File: src/rtl/timer_pkg.sv
`default_nettype none
// ============================================================================
// Module : timer_pkg
// Brief  : Shared types and constants for the mm:ss BCD timer.
// Rev    : 1.0  initial release
// ============================================================================
package timer_pkg;

  typedef enum logic [1:0] {
    IDLE  = 2'd0,
    RUN   = 2'd1,
    PAUSE = 2'd2,
    DONE  = 2'd3
  } state_t;

  typedef logic [3:0] bcd_t;

  localparam bcd_t SEC_TENS_MAX = 4'd5;
  localparam bcd_t DIGIT_MAX    = 4'd9;

  function automatic logic preset_valid(input logic [15:0] p, input int max_min);
    int minutes;
    minutes = 10 * int'(p[15:12]) + int'(p[11:8]);
    return (p[15:12] <= DIGIT_MAX) && (p[11:8] <= DIGIT_MAX) &&
           (p[7:4] <= SEC_TENS_MAX) && (p[3:0] <= DIGIT_MAX) &&
           (minutes <= max_min);
  endfunction

endpackage
`default_nettype wire

File: src/rtl/bcd_digit.sv
`default_nettype none
// ============================================================================
// Module : bcd_digit
// Brief  : One up/down BCD digit; wraps at limit (up) or 0 (down) with carry.
// Rev    : 1.0  initial release
// ============================================================================
module bcd_digit
  import timer_pkg::*;
(
  input  logic en,
  input  logic dir,
  input  bcd_t limit,
  input  bcd_t value,
  output bcd_t value_next,
  output logic carry
);

  always_comb begin
    value_next = value;
    carry      = 1'b0;
    if (en) begin
      if (!dir) begin
        if (value >= limit) begin
          value_next = '0;
          carry      = 1'b1;
        end else begin
          value_next = value + 4'd1;
        end
      end else begin
        if (value == '0) begin
          value_next = limit;
          carry      = 1'b1;
        end else begin
          value_next = value - 4'd1;
        end
      end
    end
  end

endmodule
`default_nettype wire

File: src/rtl/timer_core.sv
`default_nettype none
// ============================================================================
// Module : timer_core
// Brief  : mm:ss BCD stopwatch / countdown timer with alarm pulse.
// Rev    : 1.0  initial release
// ============================================================================
module timer_core
  import timer_pkg::*;
#(
  parameter int MAX_MIN   = 99,
  parameter int ALARM_LEN = 1
) (
  input  logic        clk_input,
  input  logic        rst_n,
  input  logic        tick,
  input  logic        start_stop,
  input  logic        clear,
  input  logic        load,
  input  logic        mode_down,
  input  logic [15:0] preset,
  output logic [15:0] digits,
  output logic        running,
  output logic        done,
  output logic        alarm,
  output logic        load_err
);

  localparam logic [15:0] TOP_COUNT  = {4'(MAX_MIN / 10), 4'(MAX_MIN % 10), SEC_TENS_MAX, DIGIT_MAX};
  localparam logic [7:0]  ALARM_LAST = 8'(ALARM_LEN - 1);

  state_t      state;
  state_t      state_nxt;
  logic        dir;
  logic        dir_nxt;
  logic [15:0] digits_nxt;
  logic        err_nxt;
  logic [7:0]  alarm_cnt;
  logic [15:0] counted;
  logic [3:0]  cy;
  logic [3:0]  en_chain;

  assign en_chain = {cy[2:0], 1'b1};

  for (genvar i = 0; i < 4; i++) begin : g_digit
    localparam bcd_t LIM = (i == 1) ? SEC_TENS_MAX : DIGIT_MAX;
    bcd_digit u_digit (
      .en         (en_chain[i]),
      .dir        (dir),
      .limit      (LIM),
      .value      (digits[4*i +: 4]),
      .value_next (counted[4*i +: 4]),
      .carry      (cy[i])
    );
  end

  // Priority: clear > load > start_stop > tick.
  always_comb begin
    state_nxt  = state;
    dir_nxt    = dir;
    digits_nxt = digits;
    err_nxt    = 1'b0;
    if (clear) begin
      state_nxt  = IDLE;
      digits_nxt = '0;
    end else if (load && state != RUN) begin
      if (preset_valid(preset, MAX_MIN)) begin
        digits_nxt = preset;
        state_nxt  = IDLE;
      end else begin
        err_nxt = 1'b1;
      end
    end else if (start_stop) begin
      case (state)
        IDLE: begin
          dir_nxt   = mode_down;
          state_nxt = (mode_down && digits == '0) ? DONE : RUN;
        end
        RUN:     state_nxt = PAUSE;
        PAUSE:   state_nxt = RUN;
        default: state_nxt = state;
      endcase
    end else if (tick && state == RUN) begin
      // Already at a limit (e.g. preset of MAX_MIN:59): saturate rather than wrap.
      if ((!dir && digits == TOP_COUNT) || cy[3]) begin
        state_nxt = DONE;
      end else begin
        digits_nxt = counted;
        if (counted == (dir ? 16'h0000 : TOP_COUNT)) state_nxt = DONE;
      end
    end
  end

  always_ff @(posedge clk_input or negedge rst_n) begin
    if (!rst_n) begin
      state     <= IDLE;
      dir       <= 1'b0;
      digits    <= '0;
      running   <= 1'b0;
      done      <= 1'b0;
      alarm     <= 1'b0;
      alarm_cnt <= '0;
      load_err  <= 1'b0;
    end else begin
      state    <= state_nxt;
      dir      <= dir_nxt;
      digits   <= digits_nxt;
      running  <= (state_nxt == RUN);
      done     <= (state_nxt == DONE);
      load_err <= err_nxt;
      if (clear) begin
        alarm     <= 1'b0;
        alarm_cnt <= '0;
      end else if (state_nxt == DONE && state != DONE) begin
        alarm     <= 1'b1;
        alarm_cnt <= ALARM_LAST;
      end else if (alarm) begin
        if (alarm_cnt == '0) alarm <= 1'b0;
        else                 alarm_cnt <= alarm_cnt - 8'd1;
      end
    end
  end

endmodule
`default_nettype wire

File: config.mk
export PLATFORM = sky130hd
export DESIGN_NAME = timer_core
export DESIGN_NICKNAME = d
export VERILOG_FILES = /design/src/rtl/timer_pkg.sv /design/src/rtl/bcd_digit.sv /design/src/rtl/timer_core.sv
export SDC_FILE = /design/constraint.sdc
export NUM_CORES = 1
export LEC_CHECK = 0
export CORE_UTILIZATION = 31
export CTS_BUF_LIST = sky130_fd_sc_hd__clkbuf_8
export DETAILED_ROUTE_END_ITERATION = 12
export PLACE_DENSITY = 0.53
export SYNTH_ARGS = -nofsm -noshare
export SYNTH_HDL_FRONTEND = slang
export SYNTH_HIERARCHICAL = 1
export SYNTH_SLANG_ARGS = --single-unit
File: constraint.sdc
create_clock -name clk_input -period 6.6 [get_ports clk_input]
set_clock_uncertainty 0.1 [all_clocks]
set_input_delay 1.32 -clock clk_input [delete_from_list [all_inputs] [get_ports clk_input]]
set_output_delay 1.32 -clock clk_input [all_outputs]
set_load 0.05 [all_outputs]
==> results of run 1 <==
[per-stage QoR]
step,hold slack (ns),util (%)
floorplan,0.426,-
global placement,0.446,37.9
detailed placement,0.461,37.9
CTS,0.469,38.6
global route,0.484,38.6
finish,0.470,38.6
[per-layer routing]
metal	routed length, µm	track usage, %	vias up
met5	0	0	-
li1	-	-	1728
met2	4530	26.6	69
met3	248	1.64	14
met4	197	5.41	0
met1	4660	21.4	1615
[synth_stat cells, types with 4 or more instances]
cell type	count	share of area, %
o21ai_2	8	1.9
and2b_2	4	0.95
nor4_1	7	1.2
o21a_1	8	1.6
dfrtp_1	31	21
buf_2	5	0.68
o21ai_1	5	0.68
nor2b_1	11	1.9
a41oi_1	4	0.95
and3_1	5	0.85
inv_1	41	4.2
nand4_1	6	1.0
or3_1	4	0.68
mux2_2	7	2.1
nor2_1	30	3.0
o2111ai_1	9	2.1
xnor2_1	5	1.2
o311ai_1	8	1.9
a41o_1	4	1.1
or2b_1	5	1.0
a31o_1	4	0.95
or2b_2	4	0.95
clkbuf_1	7	0.71
or3b_4	4	1.2
a31oi_1	10	1.7
nand3_1	7	0.95
o211ai_1	12	2.4
o21ai_0	9	1.2
a2111oi_2	4	1.6
nand2_1	32	3.2
or3b_1	4	0.95
ha_1	33	11
nor3_1	10	1.4
a22o_1	16	3.8
mux2_4	10	4.1
a21oi_1	13	1.8
[logic make-up after synthesis]
group,Yosys count,synth area share [%]
adders and majority gates,35,12.2
other,2,0.203
and+or+nand+nor,149,22.7
AOI/OAI and AO/OA,131,28.8
DFF,31,21.0
xor gates and xnor gates,8,1.89
muxes,19,6.73
buffers and inverters,55,6.39
[power by group]
| part | internal, mW | total, mW | switching [mW] |
|---|---|---|---|
| Clock | 0.0708 | 0.140 | 0.0697 |
| Sequential | 0.213 | 0.283 | 0.0707 |
| Combinational | 0.275 | 0.651 | 0.376 |
| Total | 0.558 | 1.07 | 0.517 |
[layout by cell type, fill, tap and decap left out, types with 6 or more instances in the layout]
master           netlist  final
dfrtp_1               31     31
a31oi_1               10     10
nor2b_1               11     11
o2111ai_1              9      9
mux2_4                10     10
mux2_2                 7      7
conb_1                 2     38
o211ai_1              12     12
o21ai_2                8      8
a22o_1                16     16
nor2_1                30     30
clkdlybuf4s50_1        0     42
inv_1                 41     43
o21ai_0                9      9
nand4_1                6      6
nor4_1                 7      7
a21oi_1               13     13
o311ai_1               8      8
nor3_1                10     10
nand2_1               32     32
o21a_1                 8      8
ha_1                  33     33
nand3_1                7      7
[layout make-up]
class                   instances  area share, %
multi-input cells             380           63.5
flip-flops and latches         31           17.4
repair buffers                 44           9.79
well taps                     143           4.02
inverters                      41           3.46
clock buffers                   5           1.55
clock inverters                 3          0.281
[worst min-delay path, stage by stage (launching register included)]
cell and delay [ns]:
dfrtp_1 0.38, xnor2_1 0.12, nor3_1 0.04
[sequential cells by signal, indices dropped and copies added, names as in the netlist]
signal,cells
digits,16
load_err,1
done,1
alarm,1
alarm_cnt,8
running,1
state,2
dir,1
[path summary, 6_finish.rpt]
| kind | startpoint | end | slack (ns) | cells after the start |
|---|---|---|---|---|
| setup / recovery | digits[0] | alarm_cnt[7] | 1.52 | 19 |
| hold / removal | alarm_cnt[4] | alarm_cnt[4] | 0.47 | 2 |
| setup reg to reg | digits[0] | alarm_cnt[7] | 1.52 | 19 |
| hold reg to reg | alarm_cnt[4] | alarm_cnt[4] | 0.47 | 2 |
| max in group asynchronous | rst_n | alarm_cnt[1] | 4.77 | 2 |
| min in group asynchronous | rst_n | alarm_cnt[6] | 1.34 | 2 |
==> impl_results.md, run 1 <==
- Highest clock rate: 197 MHz
- FF/Latch Area: 776 µm²
- Clock-pin slew on the worst setup and hold paths: 0.07 ns
- Setup crit end kind: flip-flop
- Clk root buf: clkbuf_8
- Buffers and inverters on the worst path: 1
- Largest net degree at the start of global routing: 32
- Pwr/cell area: 242 mW/mm²
- Via count: 3,426
- Req. time, crit path: 6.64 ns
- Footprint of the multi-input gates: 0.00282 mm²
- Pre-antenna DRT Iters: 8
- Setup TNS: 0 ns
- Final period utilization: 77.0%
- Worst Max-Slew Pin Slew: 0.896 ns
- Most common cell on crit path: and3_1
- Critical path class: reg -> reg
- Antenna Nets Post-Route: 0
- Fin. max-slew vios: 0
- Total Routing Usage GR: 16.0%
- Mapped cell area: 0.00370 mm²
- Yosys warns: 6
- H-tree depth: 2
- Vias in the first global route: 3,292
- Fin nets: 561
- Place WS: 1.58 ns
- Filler Cell Count: 1,175
- Clock buffer count from CTS: 5
- RSZ-0062 raised after global routing: no
- Final WS setup: 1.52 ns
- Max IR drop VDD: 72.3 µV
- Layout Area Growth over Synthesis: 20.2%
- Placed instance area: 0.00437 mm²
- Final hold violations: 0
- Crit path max fanout: 11
- Worst path top cell family by delay: simple AND/OR/NAND/NOR gates
- CTS resizes: 0
- CP cell instances: inv_1 > ha_1 > nor2b_1 > o21a_1 > o21ai_1 > and3_1 > and3_1 > and3_1 > nor2b_1 > a41o_1 > a41oi_1 > o211ai_1 > or4_1 > nor3_1 > a31oi_1 > o21ai_1 > o2111a_1 > o211a_1 > nor3_1
- Leakage power total: 1.96 nW
- Synth unique cells: 69
- Non-filler instance count after layout: 647
- Cell area after layout: 0.00445 mm²
- Hold Path Class: reg -> reg
- Grt ovf: 0
- Core footprint: 0.0115 mm²
- Initial antenna violation count: 0
- Final setup viols: 0
- Final Total Pwr: 1.07 mW
- GPL Wtd Cong: 0.829
- # DRC: 4
- Hpwl dp: 7470 µm
- CTS tree: built
- DR iter-0 viols: 193
- Wire per inst: 14.9 µm
- Chip width: 111 µm
- Outcome: finished, violations left
- N_diodes: 0
- Crit-path slowest cell: dfrtp_1
- TritonCTS Sinks: 31
- Sequential area share after synthesis: 21.0%
- DIE AREA: 0.0124 mm²
- Final WL: 9630 µm
- Dpl cells: 639
- Fin crit period: 5.08 ns
- Number of buffers added on ports: 42
- Synth Area per Inst: 8.60 µm²
- Post-synth EDFFs: 0
- Ys flop type: dfrtp_1
- Ports: 43
- Slew HR: 40.2%
- Worst skew pair latency: 0.28 ns
- Global-route wire length before repair: 16,200 µm
- Failing checks: design-rule violations
- Die Span Y: 111 µm
- Yosys reg bits: 31
- Setup Fix Bufs, Post-CTS: 0
- Ys async rst share: 100%
- Cts-stage hold buffer count: 0
- Slowest stage delay, CP: 0.47 ns
- Crit path DAT: 5.12 ns
- Row count: 39
- CTS Buffer Depth: 2
- Vias per cell: 5.30
- Syn Inst Count: 430
- Worst Setup Start Kind: flip-flop
- Initial core utilization: 32.1%
- Max Cap Violations: 0
- Share of cells above drive strength 1: 11.7%
(Power assumes the default switching activity.)
==> run 2, diff against run 1 <==
==> constraint.sdc (replaced) <==
create_clock -name clk_input -period 4.7 [get_ports clk_input]
set_clock_uncertainty 0.1 [all_clocks]
set_input_delay 0.94 -clock clk_input [delete_from_list [all_inputs] [get_ports clk_input]]
set_output_delay 0.94 -clock clk_input [all_outputs]
set_load 0.05 [all_outputs]
==> run 2 against run 1 <==
The flow still finishes with violations (design-rule violations); via count up 1.8%; power up 54%; register-to-register slack worse by 1.1 ns; worst hold slack worse by 0.0059 ns; wire length up 5.0%; die area unchanged; setup slack worse by 1.1 ns; sequential power up 30%; maximum frequency up 18%; critical path type unchanged.
==> impl_results.md, run 2 (same netlist as run 1, synthesis figures left out) <==
- Failing checks: design-rule violations
- RSZ-0062 raised after global routing: no
- DR iter-0 viols: 195
- Ports: 43
- Hold Path Class: reg -> reg
- Final WL: 10,100 µm
- Number of buffers added on ports: 42
- Worst Max-Slew Pin Slew: 0.624 ns
- Cts-stage hold buffer count: 0
- Crit path DAT: 4.35 ns
- CTS tree: built
- Clk root buf: clkbuf_8
- Filler Cell Count: 1,183
- Cell area after layout: 0.00462 mm²
- Pwr/cell area: 358 mW/mm²
- CTS Buffer Depth: 2
- Most frequent cells in the layout: clkdlybuf4s50_1 (42), inv_1 (41), conb_1 (38), ha_1 (33), nand2_1 (32)
- Highest clock rate: 232 MHz
- Layout Area Growth over Synthesis: 24.8%
- Fin nets: 578
- CTS resizes: 0
- Core footprint: 0.0115 mm²
- Setup crit end kind: flip-flop
- H-tree depth: 2
- Critical path class: reg -> reg
- Most common cell after layout, fill and taps aside: clkdlybuf4s50_1
- Clock-pin slew on the worst setup and hold paths: 0.08 ns
- Via count: 3,489
- Pre-antenna DRT Iters: 8
- Max reg flops: 16
- Share of cells above drive strength 1: 15.5%
- Largest net degree at the start of global routing: 32
- Footprint of the multi-input gates: 0.00282 mm²
- Outcome: finished, violations left
- Slowest stage delay, CP: 0.51 ns
- Chip width: 111 µm
- GPL Wtd Cong: 0.810
- Final setup viols: 0
- Hpwl dp: 7850 µm
- Fin. max-slew vios: 0
- Max IR drop VDD: 155 µV
- Crit path max fanout: 9
- Total Routing Usage GR: 16.9%
- DIE AREA: 0.0124 mm²
- Worst skew pair latency: 0.29 ns
- Clock buffer count from CTS: 5
- Fin crit period: 4.31 ns
- Setup TNS: 0 ns
- Initial antenna violation count: 0
- Final period utilization: 91.6%
- Final Total Pwr: 1.65 mW
- Grt ovf: 0
- Reg-to-reg setup timing slack: 0.39 ns
- Final hold violations: 0
- Setup Fix Bufs, Post-CTS: 0
- Slew HR: 57.7%
- Die Span Y: 111 µm
- Vias in the first global route: 3,335
- Crit-path slowest cell: or4_1
- CP cell instances: ha_1 > nand2_1 > o21a_1 > o21ai_1 > and3_1 > and3_1 > buf_4 > nor2b_1 > a41o_1 > a41oi_1 > o211ai_1 > or4_1 > nor3_1 > a31oi_1 > o21ai_1 > o2111a_1 > o211a_1 > nor3_1
- Largest registers: digits: 16 flops, alarm_cnt: 8 flops, state: 2 flops
- Top reg by flops: digits
- Global-route wire length before repair: 17,100 µm
- # DRC: 7
- Initial core utilization: 32.1%
- Wire per inst: 15.2 µm
- FF/Latch Area: 779 µm²
- Vias per cell: 5.25
- Worst Setup Start Kind: flip-flop
- Non-filler instance count after layout: 664
- Row count: 39
- Antenna Nets Post-Route: 0
- Leakage power total: 2.05 nW
- Dpl cells: 656
- Max Cap Violations: 0
- Req. time, crit path: 4.75 ns
- Placed instance area: 0.00450 mm²
- N_diodes: 0
- TritonCTS Sinks: 31
## run 2: cell count changes in the layout (fill, tap and decap cells not counted), sizes merged
cell,before,now
inv,43,41
clkbuf,5,6
buf,2,19
bufinv,0,1
## run 2: power by group
group          total, mW  switching [mW]  leakage, nW  internal, mW
clock network      0.285           0.113       0.0612         0.172
registers          0.367          0.0677        0.413         0.300
logic               1.00           0.577         1.58         0.425
total               1.65           0.758         2.05         0.896
## run 2: layer usage
| layer | wire (µm) | track usage [%] | up-vias |
|---|---|---|---|
| met4 | 204 | 5.77 | 0 |
| met3 | 357 | 1.86 | 16 |
| met5 | 0 | 0 | - |
| li1 | - | - | 1755 |
| met1 | 4850 | 22.9 | 1643 |
| met2 | 4710 | 27.8 | 75 |
## run 2: metrics by stage
stage                     util, %  hold slack, ns  setup slack, ns
final                        40.1           0.464            0.394
after detailed placement     39.1           0.452            0.265
after global placement       39.1           0.446            0.295
after floorplan                 -           0.426          0.00533
after CTS                    40.1           0.462            0.399
after global routing         40.1           0.502            0.126
## run 2: final timing paths
check	start	endpoint	cells past startpoint
max	digits[1]	alarm_cnt[0]	18
max in group asynchronous	rst_n	digits[2]	2
max reg2reg	digits[1]	alarm_cnt[0]	18
min in group asynchronous	rst_n	dir	2
min	alarm_cnt[4]	alarm_cnt[4]	2
min reg2reg	alarm_cnt[4]	alarm_cnt[4]	2
## run 2: area by class of cell
class | instances | share of cell area [%]
clock buffer | 6 | 1.79
sequential | 31 | 16.9
inverter | 41 | 3.33
timing repair buffer | 61 | 12.2
tap | 143 | 3.88
multi-input combinational | 380 | 61.2
clock inverter | 2 | 0.759
## run 2: critical path, delay by kind of cell, from the launching register on
| kind | cells | cell delay (ns) |
|---|---|---|
| compound gates | 9 | 1.81 |
| flops | 1 | 0.47 |
| simple gates | 7 | 1.33 |
| buf+inv | 1 | 0.15 |
| fa+ha+maj | 1 | 0.30 |
